## config.mk

```make
export PLATFORM = sky130hd
export DESIGN_NAME = memory_stage
export DESIGN_NICKNAME = d
export VERILOG_FILES = /design/src/rtl/memory_stage_pkg.sv /design/src/rtl/lsu_align.sv /design/src/rtl/memory_stage.sv
export SDC_FILE = /design/constraint.sdc
export NUM_CORES = 1
export LEC_CHECK = 0
export BUFFER_PORTS_ARGS = -buffer_cell sky130_fd_sc_hd__buf_2
export CORE_AREA = 2 2 123 125
export DETAILED_ROUTE_END_ITERATION = 8
export DIE_AREA = 0 0 125 127
export PLACE_DENSITY = 0.67
export SETUP_SLACK_MARGIN = 0.15
export SLEW_MARGIN = 20
export SYNTH_ARGS = -nofsm -noshare
export SYNTH_HDL_FRONTEND = slang
export SYNTH_SLANG_ARGS = --single-unit
```

## constraint.sdc

```tcl
create_clock -name clk -period 4.55 [get_ports clk]
set_input_delay 0.2275 -clock clk [delete_from_list [all_inputs] [get_ports clk]]
set_output_delay 0.2275 -clock clk [all_outputs]
set_load 0.01 [all_outputs]
```

## src/rtl/memory_stage_pkg.sv

```systemverilog
// memory_stage_pkg: shared encodings for the M stage.
//   ResultSrc selects, funct3 load/store codes, access-size codes,
//   FSM state enum and the MEM/WB register layout.
package memory_stage_pkg;

  localparam logic [1:0] RES_ALU = 2'b00;
  localparam logic [1:0] RES_MEM = 2'b01;
  localparam logic [1:0] RES_PC4 = 2'b10;

  localparam logic [2:0] F3_B  = 3'b000;
  localparam logic [2:0] F3_H  = 3'b001;
  localparam logic [2:0] F3_W  = 3'b010;
  localparam logic [2:0] F3_BU = 3'b100;
  localparam logic [2:0] F3_HU = 3'b101;

  // funct3[1:0] gives the access size for both loads and stores
  localparam logic [1:0] SZ_B = 2'b00;
  localparam logic [1:0] SZ_H = 2'b01;
  localparam logic [1:0] SZ_W = 2'b10;

  typedef enum logic {S_IDLE, S_WAIT} state_e;

  typedef struct packed {
    logic        reg_write;
    logic [1:0]  result_src;
    logic [31:0] alu_out;
    logic [31:0] read_data;
    logic [4:0]  rd;
    logic [31:0] inc_pc;
  } mw_t;

endpackage

```

## src/rtl/lsu_align.sv

```systemverilog
// lsu_align: combinational byte-lane logic for the data memory port.
//   funct3, addr_lo  : access size/sign and low address bits
//   is_store         : select store byte enables (loads read the full word)
//   store_data       : raw rs2 value
//   rdata            : word returned by memory
//   be, wdata        : byte enables and lane-replicated store data
//   load_data        : selected and sign/zero-extended load result
//   misaligned       : halfword on odd address or word not on a 4-byte boundary
module lsu_align
  import memory_stage_pkg::*;
(
  input  logic [2:0]  funct3,
  input  logic [1:0]  addr_lo,
  input  logic        is_store,
  input  logic [31:0] store_data,
  input  logic [31:0] rdata,
  output logic [3:0]  be,
  output logic [31:0] wdata,
  output logic [31:0] load_data,
  output logic        misaligned
);

  logic [7:0]  byte_sel;
  logic [15:0] half_sel;

  // funct3[1:0]==11 decodes as a plain word load and is never flagged
  always_comb begin
    misaligned = 1'b0;
    case (funct3[1:0])
      SZ_H:    misaligned = addr_lo[0];
      SZ_W:    misaligned = |addr_lo;
      default: misaligned = 1'b0;
    endcase
  end

  // Store data is replicated across every lane so the byte enables alone
  // pick the target bytes.
  always_comb begin
    be    = 4'hF;
    wdata = store_data;
    if (is_store) begin
      case (funct3[1:0])
        SZ_B: begin
          be    = 4'b0001 << addr_lo;
          wdata = {4{store_data[7:0]}};
        end
        SZ_H: begin
          be    = addr_lo[1] ? 4'b1100 : 4'b0011;
          wdata = {2{store_data[15:0]}};
        end
        default: begin
          be    = 4'hF;
          wdata = store_data;
        end
      endcase
    end
  end

  always_comb begin
    byte_sel  = rdata[{addr_lo, 3'b000} +: 8];
    half_sel  = addr_lo[1] ? rdata[31:16] : rdata[15:0];
    case (funct3)
      F3_B:    load_data = {{24{byte_sel[7]}}, byte_sel};
      F3_H:    load_data = {{16{half_sel[15]}}, half_sel};
      F3_BU:   load_data = {24'b0, byte_sel};
      F3_HU:   load_data = {16'b0, half_sel};
      default: load_data = rdata;  // LW and the unused 011/11x codes
    endcase
  end

endmodule

```

## src/rtl/memory_stage.sv

```systemverilog
// memory_stage: M stage of the RV32I pipeline.
//   clk, rst            : clock, synchronous active-high reset
//   *M inputs           : EX/MEM register fields
//   mem_*               : data memory req/ack port (ack may land in the req cycle)
//   MemStall            : freezes IF/ID/EX and EX/MEM while an access waits
//   AlignErr / BusErr   : one-cycle pulses for a dropped misaligned access / timeout
//   *W outputs          : MEM/WB register
module memory_stage
  import memory_stage_pkg::*;
#(
  parameter int unsigned TIMEOUT = 255  // 0 = wait for ack forever
) (
  input  logic        clk,
  input  logic        rst,
  input  logic        RegWriteM,
  input  logic [1:0]  ResultSrcM,
  input  logic        MemWriteM,
  input  logic [31:0] ALUoutM,
  input  logic [2:0]  funct3M,
  input  logic [4:0]  RdM,
  input  logic [31:0] Rd2M,
  input  logic [31:0] inc_PCM,
  output logic        mem_req,
  output logic        mem_we,
  output logic [31:0] mem_addr,
  output logic [3:0]  mem_be,
  output logic [31:0] mem_wdata,
  input  logic [31:0] mem_rdata,
  input  logic        mem_ack,
  output logic        MemStall,
  output logic        AlignErr,
  output logic        BusErr,
  output logic        RegWriteW,
  output logic [1:0]  ResultSrcW,
  output logic [31:0] ALUoutW,
  output logic [31:0] ReadDataW,
  output logic [4:0]  RdW,
  output logic [31:0] inc_PCW
);

  localparam logic [15:0] TO_LAST = 16'((TIMEOUT == 0) ? 0 : TIMEOUT - 1);

  state_e      state;
  logic [15:0] wait_cnt;
  mw_t         mw;

  logic        acc, misal, to_hit;
  logic        req_c, stall_c, align_c, bus_c;
  logic [31:0] load_data;

  assign acc    = MemWriteM | (ResultSrcM == RES_MEM);
  assign to_hit = (TIMEOUT != 0) && (wait_cnt == TO_LAST);

  lsu_align u_align (
    .funct3    (funct3M),
    .addr_lo   (ALUoutM[1:0]),
    .is_store  (MemWriteM),
    .store_data(Rd2M),
    .rdata     (mem_rdata),
    .be        (mem_be),
    .wdata     (mem_wdata),
    .load_data (load_data),
    .misaligned(misal)
  );

  // Request/stall decode. In WAIT the request stays up through the timeout
  // cycle so a last-moment ack still completes the access; the drop is
  // visible the cycle after. Everything is masked during reset.
  always_comb begin
    req_c   = 1'b0;
    stall_c = 1'b0;
    align_c = 1'b0;
    bus_c   = 1'b0;
    if (!rst) begin
      if (state == S_IDLE) begin
        if (acc && misal) begin
          align_c = 1'b1;
        end else if (acc) begin
          req_c   = 1'b1;
          stall_c = !mem_ack;
        end
      end else begin
        req_c = 1'b1;
        if (!mem_ack) begin
          if (to_hit) bus_c   = 1'b1;
          else        stall_c = 1'b1;
        end
      end
    end
  end

  assign mem_req  = req_c;
  assign mem_we   = req_c & MemWriteM;
  assign mem_addr = {ALUoutM[31:2], 2'b00};
  assign MemStall = stall_c;
  assign AlignErr = align_c;
  assign BusErr   = bus_c;

  always_ff @(posedge clk) begin
    if (rst) begin
      state    <= S_IDLE;
      wait_cnt <= '0;
      mw       <= '0;
    end else begin
      // Stall, dropped and aborted cycles become bubbles so W commits once.
      mw.reg_write  <= RegWriteM & ~(stall_c | align_c | bus_c);
      mw.result_src <= ResultSrcM;
      mw.alu_out    <= ALUoutM;
      mw.read_data  <= load_data;
      mw.rd         <= RdM;
      mw.inc_pc     <= inc_PCM;
      case (state)
        S_IDLE: begin
          if (req_c && !mem_ack) begin
            state    <= S_WAIT;
            wait_cnt <= '0;
          end
        end
        S_WAIT: begin
          wait_cnt <= wait_cnt + 16'd1;
          if (mem_ack || bus_c) state <= S_IDLE;
        end
        default: state <= S_IDLE;
      endcase
    end
  end

  assign RegWriteW  = mw.reg_write;
  assign ResultSrcW = mw.result_src;
  assign ALUoutW    = mw.alu_out;
  assign ReadDataW  = mw.read_data;
  assign RdW        = mw.rd;
  assign inc_PCW    = mw.inc_pc;

endmodule

```

Word level (Yosys, flattened, before mapping)
Index checks and enable logic that the tools add are counted.

word-level totals
  register bits = 121
  latch bits = 0
  bits in writable memories = 0
  ROM bits = 0
  input port bits = 143
  output and inout port bits = 177
  word-level logic and storage cells = 63
  memories = 0

operators by class
  $add $sub $neg = 1
  multiply operators = 0
  divide/modulo/power cells = 0
  magnitude comparators = 0
  equal/unequal tests = 8
  shift operators = 2
  mux-type cells = 30
  bitwise logic cells = 7
  reduce and logical (&&, ||, !) cells = 7

operators by type and width
  operator                                                           count
  32-bit case mux with 4 select lines                                1
  32-bit case mux with 2 select lines                                1
  16-bit two-way mux                                                 2
  32-bit two-way mux                                                 1
  16-bit case mux with 2 select lines                                1
  32-bit by 6-bit indexed part select with 8-bit output              1
  1-bit two-way mux                                                  19
  16-bit by 1-bit adder with 16-bit output, second input constant    1
  16-bit by 8-bit == test with 1-bit output, second input constant   1
  4-bit two-way mux                                                  2
  4-bit case mux with 2 select lines                                 1
  3-bit == test, second input constant                               2
  2-bit by 1-bit == test with 1-bit output, second input constant    2
  1-bit case mux with 2 select lines                                 2
  1-bit by 2-bit << shifter with 4-bit output, first input constant  1
  3-bit by 1-bit == test with 1-bit output, second input constant    1
  3-bit logical NOT                                                  1
  1-bit OR                                                           3
  1-bit bitwise AND                                                  2
  2-bit == test, second input constant                               1
  1-bit logical AND                                                  2
  2-bit logical NOT                                                  1
  2-bit by 1-bit != test with 1-bit output, second input constant    1
  1-bit NOT                                                          2
  other kinds (3)                                                    3

Longest topological paths before layout
Gate-level depths: netlist (run 1).

  depth after elaboration = 10
  mapped depth = 9
  depth with buffers taken out = 6

Modules after synthesis
A second synthesis (run 1) with hierarchy kept.

second synthesis, totals
  cell total of the unflattened synthesis = 559
  area total of the unflattened synthesis = 5157.4 µm²

by module, submodules not included
  module        instances  cells each  area an instance (µm²)  seq. area each (µm²)
  memory_stage  1          364         3960.0                  2422.3
  lsu_align     1          195         1197.4                  0.0

Worst setup path before layout (run 1)
OpenSTA, ideal clock, no wires.

  path kind = register to output
  from = reg wait_cnt[0]
  to = out BusErr
  arrival time = 1543 ps
  required time = 4323 ps
  slack = 2779 ps
  cell stages (with the launch flop) = 7
  path buffers = 0
  cell sequence = dfxtp_1 inv_1 ha_1 or4b_1 nor3_1 nand4_1 nor4_1

between the ends
  cells in the longest elaborated chain, start to end = 5

RTL lines
  item                                       RTL line             RTL
  start, declared                            memory_stage.sv:44   logic [15:0] wait_cnt;
  start signal, assigned                     memory_stage.sv:120  wait_cnt <= wait_cnt + 16'd1;
  16-bit by 8-bit == test with 1-bit output  memory_stage.sv:52   assign to_hit = (TIMEOUT != 0) && (wait_cnt == TO_LAST);
  1-bit two-way mux                          memory_stage.sv:85   if (to_hit) bus_c = 1'b1;
  1-bit two-way mux                          memory_stage.sv:84   if (!mem_ack) begin
  1-bit two-way mux                          memory_stage.sv:75   if (state == S_IDLE) begin
  1-bit two-way mux                          memory_stage.sv:74   if (!rst) begin
  end, declared                              memory_stage.sv:32   output logic BusErr,

Every way passes these cells.

Worst setup path in the final report (run 1)
  from = in funct3M[1]
  to = out mem_wdata[16]

between the ends
  cells in the longest elaborated chain, start to end = 3
  elaborated cells between the ends (all ways) = 4
  classes of those cells = eq/ne: 1; mux: 2; reduce/logical: 1

RTL lines
  item                                                                                  RTL line            RTL
  start, declared                                                                       memory_stage.sv:19  input logic [2:0] funct3M,
  2-bit by 1-bit == test with 1-bit output / 2-bit logical NOT (equally long branches)  lsu_align.sv:42     case (funct3[1:0])
  32-bit case mux with 2 select lines (*)                                               lsu_align.sv:42
  32-bit two-way mux (*)                                                                lsu_align.sv:41     if (is_store) begin
  end, declared                                                                         memory_stage.sv:27  output logic [31:0] mem_wdata,

Mark *: on every way between the ends. The rest lies on a longest branch, timed or not.

==> impl_metrics.tcl, run 1 <==
set metrics [dict create \
    fin_cells 993 \
    antenna_found_initial 2 \
    cpPeakStageDelay_ps 670 \
    p_int_mw 2.07 \
    pin_count 320 \
    h-tree-depth 4 \
    grt_max_degree 81 \
    crit_slowest_cell "ha_1" \
    tightest_slew_ps 792 \
    grt_util_all_layers 0.177 \
    drc 0 \
    cpLargestDelayFamily "adder cells" \
    ff2ff_path_depth 4 \
    dp_cells 960 \
    cp.required_ps 4320 \
    grt_pass1_wl_um 22600 \
    dr.pass1.iters 4 \
    io_buffers 317 \
    cp-end-kind "output pin" \
    ys_warn_count 0 \
    dp_slack_ps 2110 \
    slew_viol_final 0 \
    cpMostUsedCell "buf_2" \
    vias_per_cell 4.81 \
    drt-total-wl_um 14600 \
    leakage_nw 3.39 \
    n_antenna_cell 0 \
    drive_gt1_frac 0.473 \
    fin_crit_sh 0.548 \
    crit_type "in -> out" \
    ant_nets 0 \
    fin_ws_ps 2060 \
    switchingPower_mw 0.749 \
    hold_class "in -> reg" \
    syn_to_final_growth_pct 39.1 \
    clkTransAtPathRegs_ps 60 \
    start_util 0.348 \
    clkLatencyLatePin_ps 410 \
    cp_max_fo 21 \
    gp_routability_congestion 0.832 \
    max_freq_ghz 0.401 \
    netlist.area_leader.share 0.482 \
    grt_overflow 0 \
    via_count 4781 \
    power.share.clock 0.460 \
    max_cap_viol_count 0 \
    drt_iter0_markers 226 \
    hold_violations 0 \
    cts_resized 0 \
    syn_area_sq_um 5030 \
    fin_nets 944 \
    powerDensity_nw_per_um2 403 \
    tns_ps 0 \
    clock_path_buffers 2 \
    slew_headroom 0.472 \
    yosysSeqAreaShare 0.482 \
    die_area_sq_um 15900 \
    wire_per_inst_um 14.7 \
    power_frac_seq 0.401 \
    synthTopCellsByArea "dfxtp_1, nor2b_1, buf_4, a21oi_1, a22o_1" \
    fin_skew_ps 6.26 \
    post-dp-hpwl_um 10800 \
    start_kind "primary input" \
    run_status "complete, no violations" \
    total_power_mw 2.82 \
    placementRows 44 \
    netlist.top_cell.by_area "dfxtp_1" \
    switching_share 0.266 \
    crit_cells 7 \
    crit_chain "buf_2, inv_1, ha_1, or2_2, nand2_1, mux2_2, buf_2" \
    worst_ep_arrival_time_ps 2270 \
    cts_tree "built" \
    first_global_vias 4456 \
    avgSynthCellArea_sq_um 9.47 \
    synth_flop_cell "dfxtp_1" \
    dieHeight_um 127 \
    synthArstFlopShare 0 \
    ys_ff_latch 121 \
    critPathBufInv 3 \
    combPwrFrac 0.139 \
    numCtsBuffers 17 \
    max-vdd-ir-drop_mv 0.232 \
    die_w_um 125 \
    design.core.area_sq_um 14400 \
    min_path_cells 2 \
    synthCells 531 \
    setup_viol 0 \
    synth_edf_count 0 \
    min_period_ps 2490 \
    grt_setup_unrepaired "no" \
    ys_types 55 \
    clock_sinks 121 \
    cts_root_buf "clkbuf_16" \
]
-- layout make-up --
type                    count  area, sq um
clock buffers              18          439
well taps                 184          230
clock inverters            14          140
inverters                   8         30.0
repair buffers            319         1610
multi-input cells         329         2120
fillers                  1400         7430
flip-flops and latches    121         2420
-- registers in the layout, summed over array words and instances (netlist names) --
name and cells:
ALUoutW 32, wait_cnt 16, RdW 5, state 1, inc_PCW 32, ResultSrcW 2, RegWriteW 1, ReadDataW 32
-- power by group through the flow --
stage / Sequential [mW] / Combinational, mW / Clock (mW)
after floorplan: 1.18 / 0.195 / 0
after global placement: 1.15 / 0.392 / 0
after detailed placement: 1.15 / 0.392 / 0
after CTS: 1.13 / 0.395 / 1.34
after global routing: 1.14 / 0.429 / 1.39
final: 1.13 / 0.393 / 1.30
-- cells in the mapped netlist, drive strengths merged, types with 3 or more instances --
master  count
clkbuf     22
a22oi       9
a31oi       3
ha          5
a22o       24
o311ai      4
buf        52
nand3       3
a21oi      47
nor3b       5
nand2      37
nor3        6
or2         7
o221a       6
nor2b      72
or4         6
nand4       8
dfxtp     121
inv         8
mux2        9
o31ai       6
and2        4
o21ai      20
nor2       23
and3        3
-- worst reg2reg max path: stages, from the launching register on --
cell	delay (ps)
dfxtp_1	620
nand4_2	180
or2_0	360
or4_1	500
o31ai_1	70
-- metrics by stage --
step | cell area (sq um) | hold WS [ps] | utilization
detailed placement | 6400 | 441 | 0.444
finish | 6990 | 25.9 | 0.485
global placement | 6400 | 435 | 0.444
CTS | 6990 | 1.19 | 0.484
global route | 6990 | 2.38 | 0.485
floorplan | 5030 | 353 | -
-- routing by layer --
layer	GRT usage	vias up	wire length [um]
li1	-	2341	-
met1	0.216	2173	6170
met2	0.283	245	6790
met3	0.0716	20	1390
met4	0.0673	2	207
met5	0	-	11
-- placed cells by master (no fill, tap or decap), types with 6 or more instances in the layout --
cell type,instances
a22o_1,24
a21oi_1,47
nand2_1,36
dfxtp_1,121
a22oi_1,9
nor2_1,22
nor2b_1,72
clkbuf_16,17
mux2_2,9
nand4_1,7
o21ai_0,18
o221a_2,6
or4_1,6
buf_2,316
inv_1,8
-- cells by family after synthesis --
family / share of synthesized area
multiplexers: 0.0266
flip-flops: 0.482
AO/OA/AOI/OAI: 0.176
AND/OR/NAND/NOR: 0.201
other: 0.000746
buffers and inverters: 0.0971
XOR/XNOR: 0.00349
adder cells (fa/ha/maj): 0.0124
-- worst paths after layout --
check | from | slack, ps | end
worst min-delay path | inc_PCM[1] | 30 | inc_PCW[1]$_SDFF_PP0_
worst max-delay path | funct3M[1] | 2060 | mem_wdata[16]
worst min register to register | wait_cnt[14]$_SDFFE_PP0P_ | 500 | wait_cnt[14]$_SDFFE_PP0P_
worst max register to register | state$_SDFF_PP0_ | 2730 | wait_cnt[14]$_SDFFE_PP0P_
-- what timing repair did --
action	in CTS	in global routing
hold buffers	1	0
setup buffers	0	0
hold endpoints to repair	1	0
No activity file was read; power rests on OpenSTA's default activity.
==> inputs of run 2 (changes only) <==
==> constraint.sdc (replaced) <==
create_clock -name clk -period 2.6 [get_ports clk]
set_input_delay 0.13 -clock clk [delete_from_list [all_inputs] [get_ports clk]]
set_output_delay 0.13 -clock clk [all_outputs]
set_load 0.01 [all_outputs]
==> run 2 against run 1 <==
Power increased by 79%. Final area grew 13%. Count of clock-buffer cells in the layout grew 2. Routed wire length grew 12%. Hold slack improved by 19 ps. Highest routed layer is now met4. Register-to-register slack worse by 2000 ps. Via count is 8.3% higher. Critical path type is now reg -> out. First-iteration DRC count is 19% lower. Setup slack worse by 1800 ps. Clock power grew 73%.
==> impl_metrics.tcl, run 2 (synthesized netlist as in run 1, its figures left out) <==
set metrics [dict create \
    final_common_cell "buf_2" \
    slew_headroom 0.620 \
    cp.required_ps 2470 \
    drt-total-wl_um 16300 \
    ant_nets 0 \
    cp_max_fo 5 \
    die_w_um 125 \
    hold_class "in -> reg" \
    wire_per_inst_um 15.0 \
    clock_path_buffers 2 \
    start_util 0.348 \
    tns_ps 0 \
    via_count 5179 \
    start_kind "flop" \
    grt_max_degree 50 \
    drive_gt1_frac 0.427 \
    n_antenna_cell 0 \
    crit_slowest_cell "or4b_1" \
    grt_pass1_wl_um 26000 \
    fill_cells 1300 \
    max-vdd-ir-drop_mv 0.388 \
    dieHeight_um 127 \
    run_status "complete, no violations" \
    grt_util_all_layers 0.200 \
    cpLargestDelayFamily "simple AND/OR/NAND/NOR gates" \
    vias_per_cell 4.76 \
    antenna_found_initial 0 \
    crit_chain "inv_1, ha_1, or4b_1, nor3_1, nand4_1, a31o_2, buf_2" \
    cts_setup_buffers 0 \
    powerDensity_nw_per_um2 635 \
    die_area_sq_um 15900 \
    cts_tree "built" \
    fin_nets 1038 \
    tightest_slew_ps 569 \
    cts_root_buf "clkbuf_16" \
    leakage_nw 3.79 \
    hold_violations 0 \
    setup_viol 0 \
    clock_sinks 121 \
    drt_iter0_markers 182 \
    h-tree-depth 4 \
    grt_setup_unrepaired "no" \
    clkTransAtPathRegs_ps 60 \
    gp_routability_congestion 0.825 \
    placementRows 44 \
    drc 0 \
    cp-end-kind "output pin" \
    min_period_ps 2340 \
    syn_to_final_growth_pct 57.8 \
    pin_count 320 \
    dr.pass1.iters 4 \
    cpPeakStageDelay_ps 420 \
    worst_ep_arrival_time_ps 2210 \
    post-dp-hpwl_um 11100 \
    numCtsBuffers 17 \
    max_freq_ghz 0.428 \
    slew_viol_final 0 \
    max_cap_viol_count 0 \
    first_global_vias 5169 \
    crit_type "reg -> out" \
    critPathBufInv 2 \
    dp_cells 964 \
    grt_overflow 0 \
    fin_cells 1087 \
    mostFrequentLayoutCells "buf_2, dfxtp_1, dlygate4sd3_1" \
    io_buffers 317 \
    clkLatencyLatePin_ps 400 \
    design.core.area_sq_um 14400 \
    fin_skew_ps 2.44 \
    fin_crit_sh 0.899 \
]
run 2: cell count changes in the layout (fill, tap and decap cells not counted), sizes merged:
cell and change:
dlygate4sd3 +90, clkinvlp -1, buf +4, inv -4, clkinv +3, clkbuf +2
run 2: final cells by class:
| type | count | area, sq um | share of cell area |
|---|---|---|---|
| Sequential cell | 121 | 2420 | 0.305 |
| Timing Repair Buffer | 413 | 2540 | 0.320 |
| Multi-Input combinational cell | 329 | 2130 | 0.269 |
| Tap cell | 184 | 230 | 0.0290 |
| Clock buffer | 20 | 457 | 0.0576 |
| Clock inverter | 12 | 119 | 0.0150 |
| Inverter | 8 | 30.0 | 0.00379 |
run 2: power by group:
group          switching (mW)  internal [mW]
clock network           0.874           1.38
registers              0.0281           1.95
logic                   0.407          0.400
total                    1.31           3.73
run 2: metrics by stage:
stage | util | area [sq um] | power (mW) | worst slack [ps] | hold WS [ps]
after global placement | 0.446 | 6430 | 2.71 | 521 | 337
after floorplan | - | 5030 | 2.41 | 927 | 255
after detailed placement | 0.446 | 6430 | 2.71 | 512 | 344
after global routing | 0.550 | 7930 | 5.26 | 152 | 28.5
after CTS | 0.549 | 7920 | 5.10 | 262 | 23.3
final | 0.550 | 7930 | 5.04 | 263 | 44.4
run 2: routing by layer:
layer | global-route usage | routed length [um] | vias to the layer above
met5 | 0 | 0 | -
met4 | 0.0706 | 250 | 0
met3 | 0.0678 | 1350 | 21
met2 | 0.343 | 8060 | 248
met1 | 0.234 | 6590 | 2378
li1 | - | - | 2532
run 2: worst paths after layout:
check | startpoint | to | slack, ps | depth (start not counted)
worst max-delay path | wait_cnt[0]$_SDFFE_PP0P_ | MemStall | 260 | 7
worst min-delay path | mem_rdata[2] | ReadDataW[2]$_SDFF_PP0_ | 40 | 2
worst max register to register | wait_cnt[0]$_SDFFE_PP0P_ | wait_cnt[14]$_SDFFE_PP0P_ | 780 | 5
worst min register to register | wait_cnt[7]$_SDFFE_PP0P_ | wait_cnt[7]$_SDFFE_PP0P_ | 500 | 2
run 2: repair_timing:
action,CTS,global route
hold buffers,91,0
endpoints found under the hold margin,91,0
endpoints found under the setup margin,1,1
resized for setup,1,1
